--- src/rtl/car_cmd_parser.sv ---
// Parses SYNC/CMD/SPD/CHK frames from the UART receiver into registered drive, steer and speed outputs.
// Define CAR_CMD_WATCHDOG_EN to enable the link watchdog that stops the car when good frames stop arriving.
module car_cmd_parser #(
  parameter logic [7:0]  SYNC_BYTE   = 8'hA5,
  parameter int unsigned GAP_CYCLES  = 50000,
  parameter int unsigned WDOG_CYCLES = 25000000
) (
  input  logic       clk_50m,
  input  logic       clear_n,
  input  logic       rx_ready,
  input  logic [7:0] rx_data,
  output logic       rx_ready_clr,
  output logic [1:0] drive,
  output logic [1:0] steer,
  output logic [7:0] speed,
  output logic       cmd_valid,
  output logic       frame_err,
  output logic       link_ok,
  output logic [7:0] err_count
);

  localparam logic [1:0] ST_WAIT_SYNC = 2'd0;
  localparam logic [1:0] ST_GET_CMD   = 2'd1;
  localparam logic [1:0] ST_GET_SPD   = 2'd2;
  localparam logic [1:0] ST_GET_CHK   = 2'd3;

  localparam int GAP_W = $clog2(GAP_CYCLES + 1);
  localparam logic [GAP_W-1:0] GAP_LAST = GAP_W'(GAP_CYCLES - 1);

  function automatic logic frame_good(input logic [7:0] cmd, input logic [7:0] spd,
                                      input logic [7:0] chk);
    return (chk == (cmd ^ spd)) && (cmd[7:4] == 4'h0) && (cmd[3:2] != 2'b11);
  endfunction

  logic [1:0]       state_q, state_d;
  logic [7:0]       cmd_q, cmd_d;
  logic [7:0]       spd_q, spd_d;
  logic [GAP_W-1:0] gap_q, gap_d;
  logic             clr_q, clr_d;
  logic [1:0]       drive_q, drive_d;
  logic [1:0]       steer_q, steer_d;
  logic [7:0]       speed_q, speed_d;
  logic             valid_q, valid_d;
  logic             ferr_q, ferr_d;
  logic             link_q, link_d;
  logic [7:0]       errc_q, errc_d;
  logic             accept_s;
  logic             good_s;
  logic             err_s;
  logic             wdog_exp_s;

  // Frame assembly FSM and inter-byte gap timer; a byte accept always beats gap expiry.
  always_comb begin
    accept_s = rx_ready && !clr_q;
    clr_d    = accept_s;
    state_d  = state_q;
    cmd_d    = cmd_q;
    spd_d    = spd_q;
    good_s   = 1'b0;
    err_s    = 1'b0;
    if (accept_s) begin
      case (state_q)
        ST_WAIT_SYNC: state_d = (rx_data == SYNC_BYTE) ? ST_GET_CMD : ST_WAIT_SYNC;
        ST_GET_CMD: begin
          cmd_d   = rx_data;
          state_d = ST_GET_SPD;
        end
        ST_GET_SPD: begin
          spd_d   = rx_data;
          state_d = ST_GET_CHK;
        end
        ST_GET_CHK: begin
          state_d = ST_WAIT_SYNC;
          if (frame_good(cmd_q, spd_q, rx_data)) begin
            good_s = 1'b1;
          end else begin
            err_s = 1'b1;
          end
        end
        default: state_d = ST_WAIT_SYNC;
      endcase
    end else if ((state_q != ST_WAIT_SYNC) && (gap_q == GAP_LAST)) begin
      state_d = ST_WAIT_SYNC;
      err_s   = 1'b1;
    end else begin
      state_d = state_q;
    end
    if (accept_s || (state_d == ST_WAIT_SYNC)) begin
      gap_d = '0;
    end else begin
      gap_d = gap_q + GAP_W'(1);
    end
  end

`ifdef CAR_CMD_WATCHDOG_EN
  localparam int WDOG_W = $clog2(WDOG_CYCLES + 1);
  localparam logic [WDOG_W-1:0] WDOG_LAST = WDOG_W'(WDOG_CYCLES - 1);
  localparam logic [WDOG_W-1:0] WDOG_END  = WDOG_W'(WDOG_CYCLES);

  logic [WDOG_W-1:0] wdog_q, wdog_d;

  // Link watchdog: restarts on a good frame, otherwise counts up and parks once expired.
  always_comb begin
    wdog_exp_s = (wdog_q == WDOG_LAST) && !good_s;
    if (good_s) begin
      wdog_d = '0;
    end else if (wdog_q != WDOG_END) begin
      wdog_d = wdog_q + WDOG_W'(1);
    end else begin
      wdog_d = wdog_q;
    end
  end

  // Watchdog counter register.
  always_ff @(posedge clk_50m or negedge clear_n) begin
    if (!clear_n) begin
      wdog_q <= '0;
    end else begin
      wdog_q <= wdog_d;
    end
  end
`else
  assign wdog_exp_s = 1'b0;
`endif

  // Output update: a good frame beats a simultaneous watchdog expiry.
  always_comb begin
    valid_d = good_s;
    ferr_d  = err_s;
    if (good_s) begin
      drive_d = cmd_q[1:0];
      steer_d = cmd_q[3:2];
      speed_d = spd_q;
      link_d  = 1'b1;
    end else if (wdog_exp_s) begin
      drive_d = 2'b00;
      steer_d = steer_q;
      speed_d = 8'h00;
      link_d  = 1'b0;
    end else begin
      drive_d = drive_q;
      steer_d = steer_q;
      speed_d = speed_q;
      link_d  = link_q;
    end
    if (err_s && (errc_q != 8'hFF)) begin
      errc_d = errc_q + 8'd1;
    end else begin
      errc_d = errc_q;
    end
  end

  // State and output registers.
  always_ff @(posedge clk_50m or negedge clear_n) begin
    if (!clear_n) begin
      state_q <= ST_WAIT_SYNC;
      cmd_q   <= 8'h00;
      spd_q   <= 8'h00;
      gap_q   <= '0;
      clr_q   <= 1'b0;
      drive_q <= 2'b00;
      steer_q <= 2'b00;
      speed_q <= 8'h00;
      valid_q <= 1'b0;
      ferr_q  <= 1'b0;
      link_q  <= 1'b0;
      errc_q  <= 8'h00;
    end else begin
      state_q <= state_d;
      cmd_q   <= cmd_d;
      spd_q   <= spd_d;
      gap_q   <= gap_d;
      clr_q   <= clr_d;
      drive_q <= drive_d;
      steer_q <= steer_d;
      speed_q <= speed_d;
      valid_q <= valid_d;
      ferr_q  <= ferr_d;
      link_q  <= link_d;
      errc_q  <= errc_d;
    end
  end

  assign rx_ready_clr = clr_q;
  assign drive        = drive_q;
  assign steer        = steer_q;
  assign speed        = speed_q;
  assign cmd_valid    = valid_q;
  assign frame_err    = ferr_q;
  assign link_ok      = link_q;
  assign err_count    = errc_q;

endmodule
--- config.mk ---
export PLATFORM = sky130hd
export DESIGN_NAME = car_cmd_parser
export DESIGN_NICKNAME = d
export VERILOG_FILES = /design/src/rtl/car_cmd_parser.sv
export SDC_FILE = /design/constraint.sdc
export NUM_CORES = 1
export LEC_CHECK = 0
export BUFFER_PORTS_ARGS = -buffer_cell sky130_fd_sc_hd__buf_2
export CORE_AREA = 4 4 110 112
export CTS_CLUSTER_SIZE = 10
export DETAILED_ROUTE_END_ITERATION = 6
export DIE_AREA = 0 0 114 116
export GPL_TIMING_DRIVEN = 0
export PLACE_DENSITY = 0.5
export SETUP_SLACK_MARGIN = 0.15
export SLEW_MARGIN = 20
export SYNTH_ARGS = -nofsm -noshare
export SYNTH_HDL_FRONTEND = slang
export SYNTH_SLANG_ARGS = --single-unit
--- constraint.sdc ---
create_clock -name clk_50m -period 2.3 [get_ports clk_50m]
set_input_delay 0.345 -clock clk_50m [delete_from_list [all_inputs] [get_ports clk_50m]]
set_output_delay 0.345 -clock clk_50m [all_outputs]
set_load 0.02 [all_outputs]
==> impl_metrics.py, run 1 <==
metrics = {
    "status": {
        "status": "finished, final reports clean",
    },
    "power": {
        "p_clk_share_pct": 38.6,
        "p_sw_mw": 0.9012,
        "power.leakage_nw": 1.587,
        "p_comb_share_pct": 20.5,
        "intPower_mw": 2.436,
        "seqPwrFrac_pct": 40.9,
        "p_per_area_mw_per_mm2": 970.2,
        "peakVddDrop_v": 0.0003966,
        "switching_share_pct": 27.01,
    },
    "sta": {
        "skew_ns": 0.005272,
        "final.period_utilization_pct": 90.70,
        "max_clock_freq_mhz": 479.3,
        "worstMarginPinSlew_ns": 0.7350,
        "finalSetupViolCount": 0,
        "fin_crit_ns": 2.086,
        "rsz0062_at_grt": "yes",
        "setup_tns_ns": 0,
        "slew_viol_final": 0,
        "hold_violations": 0,
        "relSlewSlack_pct": 51.00,
    },
    "setup_path": {
        "critPathLaunchType": "flip-flop",
        "path_max_fanout": 10,
        "worstPathArrival_ns": 2.29,
        "required_ns": 2.50,
        "timing.critical_path.from": "spd_q[4]",
        "critPathBufInv": 2,
        "cpPeakStageDelay_ns": 0.40,
        "rr_startpoint": "spd_q[4]",
        "cp-end-kind": "flip-flop",
        "worstSetupPathType": "reg2reg",
        "crit_chain": "xnor3_1 > nand4_1 > nor4_4 > and3_1 > buf_6 > buf_12 > mux2_4",
        "cp_top_family": "simple AND/OR/NAND/NOR gates",
        "cp_slowest_cell": "dfrtp_1",
    },
    "layout": {
        "area_delta_synth_final_pct": 26.16,
        "final_cells": 412,
        "drive_gt1_share_pct": 35.32,
        "n_fill_cell": 1159,
        "n_antenna_cell": 0,
        "final_net_count": 282,
        "mostFrequentLayoutCells": "dfrtp_1, buf_2, nor2_1",
        "layout_commonest_cell": "dfrtp_1",
    },
    "clock_tree": {
        "clk_pin_slew_ns": 0.05,
        "hold_buffers": 0,
        "cts_buffers": 9,
        "cts_sinks": 58,
        "clock_latency_ns": 0.32,
        "cts_buffer_depth": 2,
        "cts_root_buffer": "clkbuf_16",
        "cts_tree": "done",
        "htreeDepth": 3,
    },
    "floorplan": {
        "io_pins": 35,
        "row_count": 39,
        "die_w_um": 114,
        "core_mm2": 0.01122,
        "fp.dieH_um": 116,
        "die_area_mm2": 0.01322,
        "initial_utilization_pct": 24.29,
    },
    "run": {
        "cap_violations": 0,
    },
    "global_route": {
        "grt_max_degree": 59,
        "grt_pass1_wl_um": 8976,
        "antenna_found_initial": 0,
        "grt_use_total_pct": 8.687,
        "overflow": 0,
        "grt_pass1_vias": 1807,
    },
    "placed_design": {
        "port_buffers": 34,
        "gp_congestion": 0.7178,
        "place_inst": 390,
        "place_hpwl_um": 3628,
    },
    "hold_path": {
        "hold_path.class": "in2async",
    },
    "logic_synthesis": {
        "synth_cell_types": 35,
        "synth-edff-count": 0,
        "async_flop_share_pct": 100.0,
        "syn_area_mm2": 0.002726,
        "ys_ff_latch": 58,
        "synthFlopType": "dfrtp_1",
        "synth.area.top_cells": "dfrtp_1, mux2_2, xnor2_1, mux2_4, xnor3_1",
        "syn_inst": 213,
        "syn_avg_cell_area_um2": 12.80,
        "yosysTopAreaCellShare_pct": 53.24,
        "ys_seq_area_share_pct": 53.24,
        "yosysWarnings": 0,
        "synth.largest_area_cell": "dfrtp_1",
        "synthesis.nets": 231,
    },
    "detailed_routing": {
        "viasPerCell": 4.189,
        "wl_um": 5302,
        "wl_per_cell_um": 12.87,
        "drc_errors": 0,
        "num_vias": 1726,
        "detail-route-antenna-nets": 0,
        "dr.pass1.iters": 4,
        "drtIter0Drc": 107,
    },
}
-- worst reg2reg max path, cell delays in order (launching register included) --
cell and delay [ns]:
dfrtp_1 0.40, xnor3_1 0.29, nand4_1 0.16, nor4_4 0.32, and3_1 0.20, buf_6 0.13
buf_12 0.15, mux2_4 0.31
-- layer usage --
metal	GRT usage [%]	vias to the layer above	share of wire, %
li1	-	844	-
met1	10.44	840	46
met2	13.78	34	46
met3	3.655	8	6.6
met4	3.563	0	1.6
met5	0	-	0
-- layout make-up --
cell class / count / area, um^2 / area share, %
multi-input cells: 147 / 1250 / 36.34
clock buffers: 11 / 232.7 / 6.766
well taps: 143 / 178.9 / 5.202
clock inverters: 5 / 55.05 / 1.601
inverters: 5 / 18.77 / 0.5457
flip-flops and latches: 58 / 1453 / 42.23
repair buffers: 39 / 210.2 / 6.111
plain buffers: 4 / 41.29 / 1.200
-- kinds of logic (layout without fill, tap and decap cells) --
group,count (synthesis),in the layout,share of synthesized area [%]
simple gates,73,73,14.27
fa+ha+maj,7,7,3.212
flops,58,58,53.24
xor+xnor,30,30,12.16
mux,29,29,13.22
buf+inv,9,64,2.157
compound gates,7,8,1.744
-- Yosys cell counts (4+ instances only) --
master   number
and3_1        4
nor2_1       24
ha_1          7
xnor2_1      19
dfrtp_1      58
nand3_1      15
nand2_1       9
inv_1         5
nand4_1       5
xor2_1        6
mux2_2       20
mux2_4        9
xnor3_1       5
-- state kept, by name, indices dropped and copies added (netlist names) --
register	cells
drive	2
link_ok	1
steer	2
cmd_q	8
spd_q	8
frame_err	1
state_q	2
err_count	8
gap_q	16
rx_ready_clr	1
speed	8
cmd_valid	1
-- power by group through the flow --
stage	Combinational, mW	Sequential, mW	Clock, mW
floorplan	0.475	1.36	0
global placement	0.613	1.38	0
detailed placement	0.621	1.39	0
CTS	0.658	1.37	1.32
global route	0.780	1.39	1.38
finish	0.685	1.36	1.29
-- what timing repair did --
item	in CTS	in global routing
cloned	0	1
pin swaps	4	6
endpoints found under the setup margin	8	21
gates resized for setup	1	6
buffers inserted	2	3
-- worst paths after layout --
kind	end	slack [ns]	cells past startpoint
worst max-delay path	speed[7]	0.21	7
worst min-delay path	drive[1]	0.08	1
worst max register to register	speed[7]	0.21	7
worst min register to register	link_ok	0.47	1
max in group asynchronous	state_q[0]	1.68	1
min in group clk_50m	spd_q[6]	0.31	2
-- through the flow --
step	utilization [%]	setup WS, ns	cell area [um^2]	hold slack [ns]	power [mW]
floorplan	-	0.3307	2726	0.04941	1.835
global placement	27.40	-0.02405	3075	0.4473	1.991
detailed placement	27.42	-0.03455	3078	0.4659	2.008
CTS	30.20	0.1569	3390	0.1223	3.351
global route	30.65	0.1338	3440	0.1657	3.546
finish	30.65	0.2138	3440	0.07989	3.337
Power figures use the tool's default switching activity.
==> inputs of run 2 (changes only) <==
TNS_END_PERCENT = 50   (was default)
clock period = 2.4 ns   (was 2.3 ns; I/O delays follow)
==> impl_metrics.py, run 2 (synthesized netlist as in run 1, its figures left out) <==
metrics = {
    "placed_design": {
        "port_buffers": 34,
        "place_hpwl_um": 3628,
        "gp_congestion": 0.7178,
    },
    "sta": {
        "skew_ns": 0.004629,
        "rsz0062_at_grt": "yes",
        "final.period_utilization_pct": 90.01,
        "hold_violations": 0,
        "relSlewSlack_pct": 50.71,
        "finalSetupViolCount": 0,
        "setup_tns_ns": 0,
        "fin_crit_ns": 2.160,
        "max_clock_freq_mhz": 462.9,
        "worstMarginPinSlew_ns": 0.7394,
        "slew_viol_final": 0,
    },
    "layout": {
        "layout_commonest_cell": "dfrtp_1",
        "area_delta_synth_final_pct": 23.50,
        "largest_reg_flops": 16,
        "drive_gt1_share_pct": 32.70,
        "seqCellArea_mm2": 0.001451,
        "mostFrequentLayoutCells": "dfrtp_1, buf_2, nor2_1",
        "final_net_count": 276,
        "top_register": "gap_q",
        "finish.utilization_pct": 30.00,
        "n_antenna_cell": 0,
        "n_fill_cell": 1163,
        "multi_input_area_mm2": 0.001216,
    },
    "global_route": {
        "grt_pass1_vias": 1802,
        "grt_max_degree": 59,
        "overflow": 0,
        "grt_use_total_pct": 8.655,
        "antenna_found_initial": 0,
        "grt_pass1_wl_um": 8935,
    },
    "setup_path": {
        "cp-end-kind": "flip-flop",
        "worstSetupPathType": "reg2reg",
        "r2r_cells": 7,
        "required_ns": 2.60,
        "reg2reg_setup_slack_ns": 0.24,
        "rr_startpoint": "spd_q[4]",
        "worstPathArrival_ns": 2.36,
        "critPathLaunchType": "flip-flop",
        "r2r-end": "speed[7]",
        "path_max_fanout": 10,
    },
    "detailed_routing": {
        "num_vias": 1700,
        "dr.pass1.iters": 4,
        "wl_per_cell_um": 12.80,
        "detail-route-antenna-nets": 0,
        "wl_um": 5198,
        "drc_errors": 0,
        "viasPerCell": 4.187,
        "drtIter0Drc": 105,
    },
    "clock_tree": {
        "cts_buffer_depth": 2,
        "hold_buffers": 0,
        "cts_setup_buffers": 0,
        "htreeDepth": 3,
        "cts_buffers": 9,
        "cts_tree": "done",
        "cts_root_buffer": "clkbuf_16",
        "clk_pin_slew_ns": 0.05,
        "cts_sinks": 58,
        "clock_latency_ns": 0.32,
    },
    "floorplan": {
        "initial_utilization_pct": 24.29,
        "die_w_um": 114,
        "die_area_mm2": 0.01322,
        "io_pins": 35,
        "fp.dieH_um": 116,
        "core_mm2": 0.01122,
        "row_count": 39,
    },
    "power": {
        "p_clk_share_pct": 39.4,
        "p_per_area_mw_per_mm2": 928.6,
        "switching_share_pct": 26.61,
        "power.leakage_nw": 1.554,
        "seqPwrFrac_pct": 42.0,
        "finalPower_mw": 3.127,
        "p_sw_mw": 0.8320,
        "intPower_mw": 2.295,
        "p_comb_share_pct": 18.6,
        "peakVddDrop_v": 0.0003731,
    },
    "status": {
        "status": "finished, final reports clean",
    },
    "run": {
        "cap_violations": 0,
    },
    "hold_path": {
        "hold_path.class": "in2async",
    },
}
[run 2: worst max-delay path by stage]
stage                    start  endpoint  slack [ns]  cells past startpoint
floorplan           rx_data[2]  drive[0]        0.42                      7
global placement    rx_data[1]  speed[5]        0.06                      8
detailed placement  rx_data[4]  speed[6]        0.05                      8
CTS                   spd_q[7]  speed[7]        0.21                      7
global route          spd_q[1]  speed[4]        0.14                      7
finish                spd_q[4]  speed[7]        0.24                      7
[run 2: layout make-up]
cell class	instances	share of cell area (%)
multi-input cells	146	36.12
flip-flops and latches	58	43.11
clock inverters	5	1.635
inverters	5	0.5574
clock buffers	11	6.912
plain buffers	4	1.226
well taps	143	5.314
repair buffers	34	5.128
[run 2: stage by stage]
step / cell area, um^2 / cells / setup WS (ns) / hold WS, ns
6_report: 3367 / 406 / 0.2397 / 0.1070
5_1_grt: 3367 / 406 / 0.1352 / 0.1809
4_1_cts: 3366 / 406 / 0.2119 / 0.1373
3_5_place_dp: 3078 / 390 / 0.05045 / 0.4739
3_3_place_gp: 3075 / 390 / 0.06095 / 0.4473
2_1_floorplan: 2726 / 213 / 0.4157 / 0.06441
[run 2: metal layers]
metal  wire length, um  track usage (%)
met1              2412            10.38
met2              2345            13.54
met3               322            3.655
met4               117            3.959
met5                 0                0
[run 2: what timing repair did]
item / CTS / global route
gates resized for setup: 0 / 2
setup endpoints to repair: 0 / 18
endpoints found under the hold margin: 0 / 0
[run 2: power by group through the flow]
stage	Clock (mW)	Sequential (mW)	Combinational, mW
floorplan	0	1.30	0.455
global placement	0	1.32	0.587
detailed placement	0	1.33	0.595
CTS	1.27	1.31	0.597
global route	1.32	1.34	0.663
finish	1.23	1.31	0.582
[run 2: worst max-delay path, cell delays in order, from the launching register on]
cell and delay, ns:
dfrtp_1 0.40, xnor3_1 0.29, nand4_1 0.12, nor4_2 0.42
and3_1 0.22, buf_6 0.13, buf_12 0.15, mux2_4 0.30
